===== config.mk =====
export PLATFORM = sky130hd
export DESIGN_NAME = pwm_capture
export DESIGN_NICKNAME = d
export VERILOG_FILES = /design/src/rtl/pwm_capture.sv
export SDC_FILE = /design/constraint.sdc
export NUM_CORES = 1
export LEC_CHECK = 0
export CAP_MARGIN = 20
export CORE_UTILIZATION = 63
export DETAILED_ROUTE_END_ITERATION = 10
export PLACE_DENSITY = 0.85
export SLEW_MARGIN = 25
export SYNTH_ARGS = -nofsm -noshare
export SYNTH_HDL_FRONTEND = slang
export SYNTH_SLANG_ARGS = --single-unit

===== constraint.sdc =====
create_clock -name clk -period 6.2 [get_ports clk]
set_clock_uncertainty 0.05 [all_clocks]
set_input_delay 1.86 -clock clk [delete_from_list [all_inputs] [get_ports clk]]
set_output_delay 1.86 -clock clk [all_outputs]
set_load 0.02 [all_outputs]

===== src/rtl/pwm_capture.sv =====
// pwm_capture: measures high time and period of a PWM input, recovers duty code.
// Optional glitch filter on the synced input: define PWM_CAP_GLITCH_FILTER_EN.
module pwm_capture #(
   parameter int CNT_W    = 8,
   parameter int DUTY_W   = 3,
   parameter int TIMEOUT  = 255,
   parameter int FILT_LEN = 2
) (
   input  logic              clk,
   input  logic              rst,
   input  logic              pwm_in,
   output logic [DUTY_W-1:0] duty,
   output logic [CNT_W-1:0]  high_cnt,
   output logic [CNT_W-1:0]  period_cnt,
   output logic              valid,
   output logic              stuck_hi,
   output logic              stuck_lo,
   output logic              overrun
);
   localparam int DC_W = $clog2(DUTY_W + 1);
   localparam logic [CNT_W-1:0] CNT_MAX = '1;
   localparam logic [CNT_W-1:0] CNT_ONE = CNT_W'(1);
   localparam logic [CNT_W-1:0] TMO = CNT_W'(TIMEOUT);
   localparam logic [DC_W-1:0] DC_LAST = DC_W'(DUTY_W - 1);
   localparam logic [DC_W-1:0] DC_DONE = DC_W'(DUTY_W);

   typedef enum logic [1:0] {SEEK, MEAS, DIV} state_t;

   state_t state, state_nxt;

   logic sync1, sync2, lvl, lvl_d, rise;
   logic [CNT_W-1:0] per_ctr, hi_ctr;
   logic [CNT_W-1:0] snap_hi, snap_per, rem;
   logic [DUTY_W-1:0] quo, quo_nxt;
   logic [DUTY_W:0] quo_ext;
   logic [DC_W-1:0] div_cnt;
   logic clamp;
   logic [CNT_W:0] shl, dif;
   logic ge;
   logic cap, restart, tmo, ovr_set, clr_stuck, step, fin;
   logic stuck, per_to;
   logic unused_msb;

   always_ff @(posedge clk or negedge rst) begin
      if (!rst) begin
         sync1 <= 1'b0;
         sync2 <= 1'b0;
      end else begin
         sync1 <= pwm_in;
         sync2 <= sync1;
      end
   end

`ifdef PWM_CAP_GLITCH_FILTER_EN
   localparam int FC_W = $clog2(FILT_LEN + 1);
   localparam logic [FC_W-1:0] FC_LAST = FC_W'(FILT_LEN - 1);

   logic [FC_W-1:0] filt_cnt;
   logic filt;

   // accepted level follows sync2 only after FILT_LEN differing samples in a row
   always_ff @(posedge clk or negedge rst) begin
      if (!rst) begin
         filt     <= 1'b0;
         filt_cnt <= '0;
      end else if (sync2 == filt) begin
         filt_cnt <= '0;
      end else if (filt_cnt >= FC_LAST) begin
         filt     <= sync2;
         filt_cnt <= '0;
      end else begin
         filt_cnt <= filt_cnt + FC_W'(1);
      end
   end

   assign lvl = filt;
`else
   logic unused_filt;
   assign unused_filt = ^FILT_LEN;
   assign lvl = sync2;
`endif

   always_ff @(posedge clk or negedge rst) begin
      if (!rst) lvl_d <= 1'b0;
      else      lvl_d <= lvl;
   end

   assign rise   = lvl & ~lvl_d;
   assign stuck  = stuck_hi | stuck_lo;
   assign per_to = (per_ctr >= TMO);

   // restoring divider step: remainder stays below the snapped period
   always_comb begin
      shl     = {rem, 1'b0};
      dif     = shl - {1'b0, snap_per};
      ge      = (shl >= {1'b0, snap_per});
      quo_ext = {quo, ge};
      quo_nxt = quo_ext[DUTY_W-1:0];
   end

   assign unused_msb = dif[CNT_W] ^ quo_ext[DUTY_W];

   always_ff @(posedge clk or negedge rst) begin
      if (!rst) state <= SEEK;
      else      state <= state_nxt;
   end

   always_comb begin
      state_nxt = state;
      cap       = 1'b0;
      restart   = 1'b0;
      tmo       = 1'b0;
      ovr_set   = 1'b0;
      clr_stuck = 1'b0;
      step      = (state == DIV) && (div_cnt != DC_DONE);
      fin       = step && (div_cnt == DC_LAST);
      unique case (state)
         SEEK: begin
            if (rise) begin
               restart   = 1'b1;
               clr_stuck = 1'b1;
               state_nxt = MEAS;
            end else if (!stuck && per_to) begin
               tmo = 1'b1;
            end
         end
         MEAS: begin
            if (rise) begin
               cap       = 1'b1;
               restart   = 1'b1;
               state_nxt = DIV;
            end else if (per_to) begin
               tmo       = 1'b1;
               state_nxt = SEEK;
            end
         end
         DIV: begin
            // divider keeps its older snapshot; the new capture is lost
            if (rise) begin
               restart = 1'b1;
               ovr_set = 1'b1;
            end
            if (div_cnt == DC_DONE) state_nxt = MEAS;
         end
         default: state_nxt = SEEK;
      endcase
   end

   always_ff @(posedge clk or negedge rst) begin
      if (!rst) begin
         per_ctr <= '0;
         hi_ctr  <= '0;
      end else if (restart) begin
         per_ctr <= CNT_ONE;
         hi_ctr  <= CNT_ONE;
      end else if (tmo) begin
         per_ctr <= '0;
         hi_ctr  <= '0;
      end else if (state != SEEK || !stuck) begin
         if (per_ctr != CNT_MAX)
            per_ctr <= per_ctr + CNT_ONE;
         if (lvl && state != SEEK && hi_ctr != CNT_MAX)
            hi_ctr <= hi_ctr + CNT_ONE;
      end
   end

   always_ff @(posedge clk or negedge rst) begin
      if (!rst) begin
         snap_hi  <= '0;
         snap_per <= '0;
         rem      <= '0;
         quo      <= '0;
         div_cnt  <= '0;
         clamp    <= 1'b0;
      end else if (cap) begin
         snap_hi  <= hi_ctr;
         snap_per <= per_ctr;
         rem      <= hi_ctr;
         quo      <= '0;
         div_cnt  <= '0;
         clamp    <= (hi_ctr >= per_ctr);
      end else if (step) begin
         rem     <= ge ? dif[CNT_W-1:0] : shl[CNT_W-1:0];
         quo     <= quo_nxt;
         div_cnt <= div_cnt + DC_W'(1);
      end
   end

   always_ff @(posedge clk or negedge rst) begin
      if (!rst) begin
         duty       <= '0;
         high_cnt   <= '0;
         period_cnt <= '0;
         valid      <= 1'b0;
         stuck_hi   <= 1'b0;
         stuck_lo   <= 1'b0;
         overrun    <= 1'b0;
      end else begin
         valid <= fin | tmo;
         if (fin) begin
            duty       <= clamp ? '1 : quo_nxt;
            high_cnt   <= snap_hi;
            period_cnt <= snap_per;
         end else if (tmo) begin
            duty       <= {DUTY_W{lvl}};
            high_cnt   <= '0;
            period_cnt <= '0;
         end
         if (tmo) begin
            stuck_hi <= lvl;
            stuck_lo <= ~lvl;
         end else if (clr_stuck) begin
            stuck_hi <= 1'b0;
            stuck_lo <= 1'b0;
         end
         if (ovr_set) overrun <= 1'b1;
      end
   end

endmodule


==> run metrics, run 1 <==
Final HPWL DP=5.530 mm; Synth Register Bits=73; post-synth net total=389; r2r worst-path depth=7; Nets=413; slew margin rel.=42.59%; Placed Area=3976 um2; PD cells=437.1 nW/um2; TritonCTS clock tree=built; Worst path max stage delay=0.63 ns; Detailed Route Iter0 Violations=215; Initial Utilization=66.29%; H-tree depth=3; Clock Sinks=73; Reg2Reg Capture Point=rem[1]$_DFFE_PN0P_; post-CTS setup buffers=0; RSZ-0062 raised after global routing=false; Post-synth top flop=dfrtp_1; die area=6175 um2; IO Port Bufs=25; Seq/Total Area, Yosys=49.44%; HP Class=reg -> reg; number of synthesized flops with an enable pin=0; multi-input logic area=1719 um2; ant diodes=0; routed wire length=8.170 mm; slew of the pin with the lowest slew margin=0.8590 ns; crit path kind=reg -> out; Layout Cells excl Fill=465; leakage power=0.001853 uW; top post-synthesis cells by area=dfrtp_1, ha_1, nand2_1; reg2reg setup slack=3.67 ns; number of global-route vias before repair=2,836; leading area contributor after synthesis=dfrtp_1; unique cell type count in the Yosys netlist=48; post_cts resized=0; Total Neg Setup Slack=0 ns; CTS clk-pin slew, worst paths=0.08 ns; top-count cell post-synth=dfrtp_1; Clock Latency Late Sink=0.36 ns; critical path fanouts, max=2; Setup crit start kind=flop; worst hold start=sync1$_DFF_PN0_; crit-path cells=clkdlybuf4s50_1; GRT Overall Usage=29.24%; vias=2,908; Req. time, crit path=4.29 ns; post-route antenna net violation count=0; Buf/Inv on CP=1; Worst path depth=1; Finish-stage setup viols=0; gr ovfl total=0; Yosys top cell area share=49.44%; Hold-fix buffers, CTS=0; Max Cap Viol=0; Mapped Area=3695 um2; Hold Violations, Final=0; core region area=5574 um2; clock buffer depth=2; router iterations before antenna repair=5; period utilisation layout=52.51%; area added between synthesis and finish=12.87%; min Tclk post-route=3.256 ns; antenna violations before repair=0; YS warnings=0; Avg Vias per Cell=6.254; global-route wire length before repair=13.57 mm; Avg Inst Size Synth=10.12 um2; Reg area=1827 um2; CTS Buf Count=9; Worst EP arrival=1.35 ns; DRC=0; Worst Hold End=lvl$_DFF_PN0_; WHS Path Cells=0; post-synthesis async set-or-reset flop share=100.0%; die width=78.58 um; RePlAce Congestion=0.9276; kind of cell adding the most delay to the critical path=buffers and inverters; Root Buffer=clkbuf_8; layout cells sized above 1=10.43%; I/O Pins=26; DIE HEIGHT=78.58 um; fillcell total=361; Mapped Cells=365; final number of max-transition violations=0; Std-Cell Rows=27; Max Fclk=307.1 MHz; final instance area=4170 um2; Post-synth top cells=dfrtp_1, nand2_1, o21ai_0; highest-delay cell along the critical path=clkdlybuf4s50_1; DR WL/cell=17.57 um; status=complete, no violations; Inst Count DP=450; CP endpoint kind=output port; Max VDD drop=238.1 uV; Crit. Startpoint=high_cnt[3]$_DFFE_PN0P_; largest net degree at the start of global routing=45; RR Startpoint=rem[5]$_DFFE_PN0P_
## layout by cell type, fill, tap and decap left out, drive strengths merged, types with 12 or more instances in the layout
master,count
dfrtp,73
nand2,51
o21ai,38
nor2,26
inv,24
clkdlybuf4s50,24
ha,20
clkbuf,13
o22ai,12
## where the power goes
group	total (uW)	internal [uW]	leakage, uW	switching [uW]
logic	781	344	0.000789	437
clock network	348	175	0.0000915	173
registers	694	582	0.000972	111
total	1820	1100	0.00185	721
## per-stage QoR
stage	util [%]	total power, uW	hold WS (ns)	setup WS (ns)
floorplan	-	1258	0.2812	3.853
global placement	71.34	1408	0.2838	3.151
detailed placement	71.34	1452	0.3193	3.076
CTS	74.59	1804	0.3308	2.931
global route	74.81	1939	0.3494	2.907
finish	74.81	1823	0.3384	2.944
## logic make-up after synthesis
group,synth area share [%]
AOI/OAI and AO/OA,15.04
xor gates and xnor gates,4.267
adders and majority gates,7.315
buffers and inverters,4.301
DFF,49.44
muxes,4.335
and+or+nand+nor,15.31
## final cells by class
class | count | area share [%]
sequential | 73 | 43.80
multi-input combinational | 254 | 41.22
timing repair buffer | 27 | 6.301
clock buffer | 13 | 4.050
inverter | 24 | 2.160
tap | 72 | 2.160
clock inverter | 2 | 0.3000
## worst max-delay path by stage
stage	to	slack [ns]
3_3_place_gp	snap_per[6]$_DFFE_PN0P_	3.15
2_1_floorplan	stuck_lo	3.85
5_1_grt	stuck_hi	2.91
6_report	high_cnt[3]	2.94
4_1_cts	stuck_lo	2.93
3_5_place_dp	rem[7]$_DFFE_PN0P_	3.08
## metal layers
layer | wire length [um] | GRT usage (%) | up-vias | share of wire (%)
met5 | 0 | 0 | - | 0
met4 | 296 | 17.41 | 0 | 3.6
met3 | 425 | 5.698 | 40 | 5.2
met2 | 3878 | 45.91 | 117 | 47
met1 | 3569 | 37.48 | 1436 | 44
li1 | - | - | 1315 | -
## sequential cells by signal, summed over array words and instances (netlist names)
name	flops
stuck_hi	1
period_cnt	8
lvl_d	1
rem	8
clamp	1
state	2
hi_ctr	8
lvl	1
high_cnt	8
overrun	1
per_ctr	8
snap_per	8
stuck_lo	1
snap_hi	8
div_cnt	2
quo	2
valid	1
sync1	1
duty	3
(Power assumes the default switching activity.)
==> inputs of run 2 (changes only) <==
CORE_UTILIZATION = 59   (was 63)
PLACE_DENSITY = 0.8   (was 0.85)
clock period = 3.2 ns   (was 6.2 ns; I/O delays follow)
==> run metrics, run 2 (synthesis gave the netlist of run 1 again) <==
Detailed Route Iter0 Violations=147 (-32%); Max VDD drop=506.1 uV (+110%); Final HPWL DP=5.475 mm (-0.99%); antenna violations before repair=0 (unchanged); IO Port Bufs=25 (unchanged); Setup crit start kind=flop; Hold Violations, Final=0 (unchanged); CP endpoint kind=output port; TritonCTS clock tree=built; router iterations before antenna repair=5 (unchanged); I/O Pins=26 (unchanged); CTS clk-pin slew, worst paths=0.07 ns (about the same); DIE HEIGHT=81.14 um (+3.3%); kind of cell adding the most delay to the critical path=buffers and inverters; reg2reg setup slack=0.87 ns (-2.80 ns); crit path kind=reg -> out; vias=2,761 (-5.1%); largest net degree at the start of global routing=29 (-36%); post-route antenna net violation count=0 (unchanged); Layout Cells excl Fill=472 (+1.5%); most frequent cells in the layout=dfrtp_1, nand2_1, o21ai_0, nor2_1; setup slack after layout=0.8516 ns (-2.093 ns); post-CTS setup buffers=0 (unchanged); routed wire length=7.679 mm (-6.0%); min Tclk post-route=2.348 ns; core region area=5991 um2 (+7.5%); clock buffer depth=2 (unchanged); Worst EP arrival=1.34 ns (about the same); critical path fanouts, max=3 (+1); global-route wire length before repair=12.72 mm (-6.3%); Clock Sinks=73 (unchanged); worst hold start=sync1$_DFF_PN0_; Nets=416 (+0.73%); period utilisation layout=73.39%; RePlAce Congestion=0.9319 (+0.46%); post_cts resized=0 (unchanged); Std-Cell Rows=28 (+3.7%); GRT Overall Usage=26.13% (-3.1 points); slew of the pin with the lowest slew margin=0.8467 ns (-0.01229 ns); Root Buffer=clkbuf_8; DRC=0 (unchanged); RSZ-0062 raised after global routing=false; die width=81.14 um (+3.3%); Hold-fix buffers, CTS=0 (unchanged); post-layout power=3474 uW (+91%); Reg2Reg Capture Point=duty[0]$_DFFE_PN0P_; most common cell after layout, fill and taps aside=dfrtp_1; Max Fclk=425.8 MHz; r2r worst-path depth=5 (-2); crit-path cells=clkdlybuf4s50_1; DR WL/cell=16.27 um (-7.4%); H-tree depth=3 (unchanged); Max Cap Viol=0 (unchanged); Buf/Inv on CP=1 (unchanged); CTS Buf Count=9 (unchanged); leakage power=0.001866 uW (+0.73%); final number of max-transition violations=0 (unchanged); Finish-stage setup viols=0 (unchanged); highest-delay cell along the critical path=clkdlybuf4s50_1; WHS Path Cells=0 (unchanged); Initial Utilization=61.68% (-4.6 points); HP Class=reg -> reg; Inst Count DP=456 (+1.3%); Post-Route Utilization=69.72% (-5.1 points); Req. time, crit path=2.19 ns (-2.10 ns); die area=6583 um2 (+6.6%); ant diodes=0 (unchanged); Total Neg Setup Slack=0 ns (unchanged); Avg Vias per Cell=5.850 (-6.5%); Worst Hold End=lvl$_DFF_PN0_; RR Startpoint=div_cnt[0]$_DFFE_PN0P_; area added between synthesis and finish=13.04%; Worst path max stage delay=0.62 ns (about the same); gr ovfl total=0 (unchanged); Clock Latency Late Sink=0.34 ns (-0.02 ns); number of global-route vias before repair=2,652 (-6.5%); slew margin rel.=43.41% (+0.82 points); pre-CTS setup slack=0.8919 ns (-2.184 ns); layout cells sized above 1=10.58% (+0.15 points); PD cells=831.8 nW/um2 (+90%); status=complete, no violations
-- run 2: worst max-delay path by stage --
| stage | start | endpoint | slack [ns] | cells past startpoint |
|---|---|---|---|---|
| 2_1_floorplan | rem[5]$_DFFE_PN0P_ | duty[0]$_DFFE_PN0P_ | 1.25 | 8 |
| 3_3_place_gp | rem[5]$_DFFE_PN0P_ | rem[1]$_DFFE_PN0P_ | 0.99 | 8 |
| 3_5_place_dp | div_cnt[0]$_DFFE_PN0P_ | duty[0]$_DFFE_PN0P_ | 0.89 | 5 |
| 4_1_cts | stuck_hi$_DFFE_PN0P_ | stuck_hi | 0.83 | 1 |
| 5_1_grt | div_cnt[0]$_DFFE_PN0P_ | duty[0]$_DFFE_PN0P_ | 0.70 | 5 |
| 6_report | stuck_hi$_DFFE_PN0P_ | stuck_hi | 0.85 | 1 |
-- run 2: report_power, final --
group	total [uW]	internal (uW)	switching [uW]
logic	1490	678	815
clock network	647	321	326
registers	1330	1130	205
total	3470	2130	1350
-- run 2: final cells by class --
| class | instances | area [um2] |
|---|---|---|
| well taps | 75 | 93.84 |
| flip-flops and latches | 73 | 1827 |
| multi-input cells | 254 | 1709 |
| clock inverters | 3 | 15.01 |
| fillers | 436 | 1814 |
| inverters | 24 | 90.09 |
| repair buffers | 30 | 282.8 |
| clock buffers | 13 | 158.9 |
-- run 2: layer usage --
metal	global-route usage [%]	wire length [um]	vias up	part of all wire [%]
met2	39.41	3500	67	46
li1	-	-	1317	-
met3	5.730	319	14	4.2
met1	36.15	3712	1363	48
met4	11.61	146	0	1.9
met5	0	0	-	0
-- run 2: through the flow --
| step | hold WS [ns] | area [um2] |
|---|---|---|
| after global placement | 0.2884 | 4003 |
| after detailed placement | 0.2879 | 4003 |
| after floorplan | 0.2812 | 3695 |
| final | 0.3019 | 4177 |
| after CTS | 0.3042 | 4177 |
| after global routing | 0.3160 | 4177 |
==> inputs of run 3 (changes only) <==
CORE_UTILIZATION = 53   (was 59)
PLACE_DENSITY = 0.76   (was 0.8)
clock period = 2 ns   (was 3.2 ns; I/O delays follow)
==> run metrics, run 3 (synthesis gave the netlist of run 1 again) <==
TritonCTS clock tree=built; Internal Power=4029 uW (+89%); post-route antenna net violation count=0 (unchanged); period utilisation layout=100.0%; router iterations before antenna repair=5 (unchanged); Placed Area=4202 um2 (+5.0%); DRC=0 (unchanged); HP Class=in -> async; Sw Share=37.45% (-1.3 points); Max VDD drop=528.1 uV (+4.4%); Max Fclk=499.9 MHz; final number of max-transition violations=0 (unchanged); status=finished with violations; largest net degree at the start of global routing=29 (unchanged); H-tree depth=3 (unchanged); area added between synthesis and finish=24.38%; Clock Sinks=73 (unchanged); Finish-stage setup viols=1 (+1); clock buffer depth=2 (unchanged); number of global-route vias before repair=2,820 (+6.3%); CTS clk-pin slew, worst paths=0.08 ns (about the same); global-route wire length before repair=13.71 mm (+7.8%); DIE HEIGHT=85.50 um (+5.4%); CP endpoint kind=flop; Hold Violations, Final=0 (unchanged); combinational share of power=48.0% (+5.0 points); Worst EP arrival=2.18 ns (+0.84 ns); most common cell after layout, fill and taps aside=dfrtp_1; ant diodes=0 (unchanged); Clock Latency Late Sink=0.35 ns (about the same); DR WL/cell=16.83 um (+3.4%); Inst Count DP=485 (+6.4%); RePlAce Congestion=0.8976 (-3.7%); layout cells sized above 1=21.23% (+11 points); PD cells=1402 nW/um2 (+69%); Final HPWL DP=5.851 mm (+6.9%); Layout Cells excl Fill=504 (+6.8%); sw power=2412 uW (+79%); GRT Overall Usage=24.62% (-1.5 points); slew of the pin with the lowest slew margin=0.7790 ns (-0.06771 ns); Initial Utilization=54.69% (-7.0 points); die width=85.50 um (+5.4%); Std-Cell Rows=30 (+7.1%); final instance area=4596 um2 (+10%); IO Port Bufs=25 (unchanged); Avg Vias per Cell=5.738 (-1.9%); Root Buffer=clkbuf_8; vias=2,892 (+4.7%); sequential share of power=32.8% (-5.6 points); most frequent cells in the layout=dfrtp_1, nand2_1, o21ai_0, buf_4, nor2_1; I/O Pins=26 (unchanged); reg2reg setup slack=-0.0005 ns (-0.87 ns); Setup crit start kind=flop; min Tclk post-route=2.001 ns; slew margin rel.=47.87% (+4.5 points); core region area=6756 um2 (+13%); critical path fanouts, max=6 (+3); Req. time, crit path=2.18 ns (about the same); post-layout power=6442 uW (+85%); routed wire length=8.481 mm (+10%); antenna violations before repair=0 (unchanged); leakage power=0.002347 uW (+26%); die area=7309 um2 (+11%); failing checks=setup timing; Clock Power Share=19.3% (+0.7 points); Max Cap Viol=0 (unchanged); setup slack after layout=-0.0005114 ns (-0.8521 ns); pre-CTS setup slack=-0.05242 ns (-0.9444 ns); Nets=444 (+6.7%); Detailed Route Iter0 Violations=165 (+12%); CTS Buf Count=9 (unchanged); Post-Route Utilization=68.02% (-1.7 points); crit path kind=reg -> reg; gr ovfl total=0 (unchanged); RSZ-0062 raised after global routing=true
==> run 3: cell count changes in the layout (fill, tap and decap cells not counted), sizes merged <==
| cell | before | now |
|---|---|---|
| dlymetal6s2s | 0 | 17 |
| clkdlybuf4s50 | 24 | 6 |
| clkbuf | 13 | 9 |
| dlygate4sd2 | 0 | 1 |
| buf | 6 | 34 |
| bufinv | 0 | 2 |
| clkinv | 3 | 4 |
==> run 3: worst paths after layout <==
path	startpoint	end	cells past startpoint
worst max-delay path	rem[1]$_DFFE_PN0P_	rem[2]$_DFFE_PN0P_	9
max in group asynchronous	rst	hi_ctr[6]$_DFFE_PN0P_	2
min in group clk	sync1$_DFF_PN0_	lvl$_DFF_PN0_	0
worst min register to register	sync1$_DFF_PN0_	lvl$_DFF_PN0_	0
worst min-delay path	rst	snap_per[5]$_DFFE_PN0P_	1
worst max register to register	rem[1]$_DFFE_PN0P_	rem[2]$_DFFE_PN0P_	9
==> run 3: through the flow <==
step,setup TNS (ns),hold slack (ns)
2_1_floorplan,0,0.2544
3_3_place_gp,0,0.2947
3_5_place_dp,-0.1891,0.3004
4_1_cts,-0.005194,0.1698
5_1_grt,-0.4763,0.1944
6_report,-0.0005114,0.1587
==> run 3: worst max-delay path, cell delays in order (launching register included) <==
cell	delay, ns
dfrtp_1	0.43
ha_1	0.32
and3_1	0.19
o21ai_2	0.07
nand3_1	0.11
a21oi_2	0.16
buf_6	0.14
buf_6	0.11
mux2i_1	0.20
o21ai_1	0.09
==> run 3: power by group through the flow <==
| stage | logic [uW] | registers [uW] | clock network, uW |
|---|---|---|---|
| finish | 3090 | 2110 | 1240 |
| global route | 3400 | 2150 | 1320 |
| CTS | 2810 | 2090 | 1250 |
| detailed placement | 2670 | 2110 | 0 |
| global placement | 2590 | 2100 | 0 |
| floorplan | 1760 | 2140 | 0 |
==> run 3: what timing repair did <==
| item | in CTS | in global routing |
|---|---|---|
| gates resized for setup | 6 | 38 |
| buffers inserted | 3 | 1 |
| endpoints found under the setup margin | 7 | 27 |
| pin swaps | 5 | 7 |
| hold buffers | 0 | 0 |
==> run 3: layout make-up <==
cell class	instances	area, um2
Clock buffer	9	123.9
Clock inverter	6	83.83
Fill cell	505	2161
Inverter	24	90.09
Multi-Input combinational cell	254	1813
Sequential cell	73	1827
Tap cell	80	100.1
Timing Repair Buffer	58	558.0
==> run 3: per-layer routing <==
metal  wire [um]  up-vias  global-route usage, %
li1            -     1373                      -
met1        3869     1433                  33.57
met2        3982       70                  38.55
met3         482       16                  5.967
met4         147        0                  8.939
met5           0        -                      0
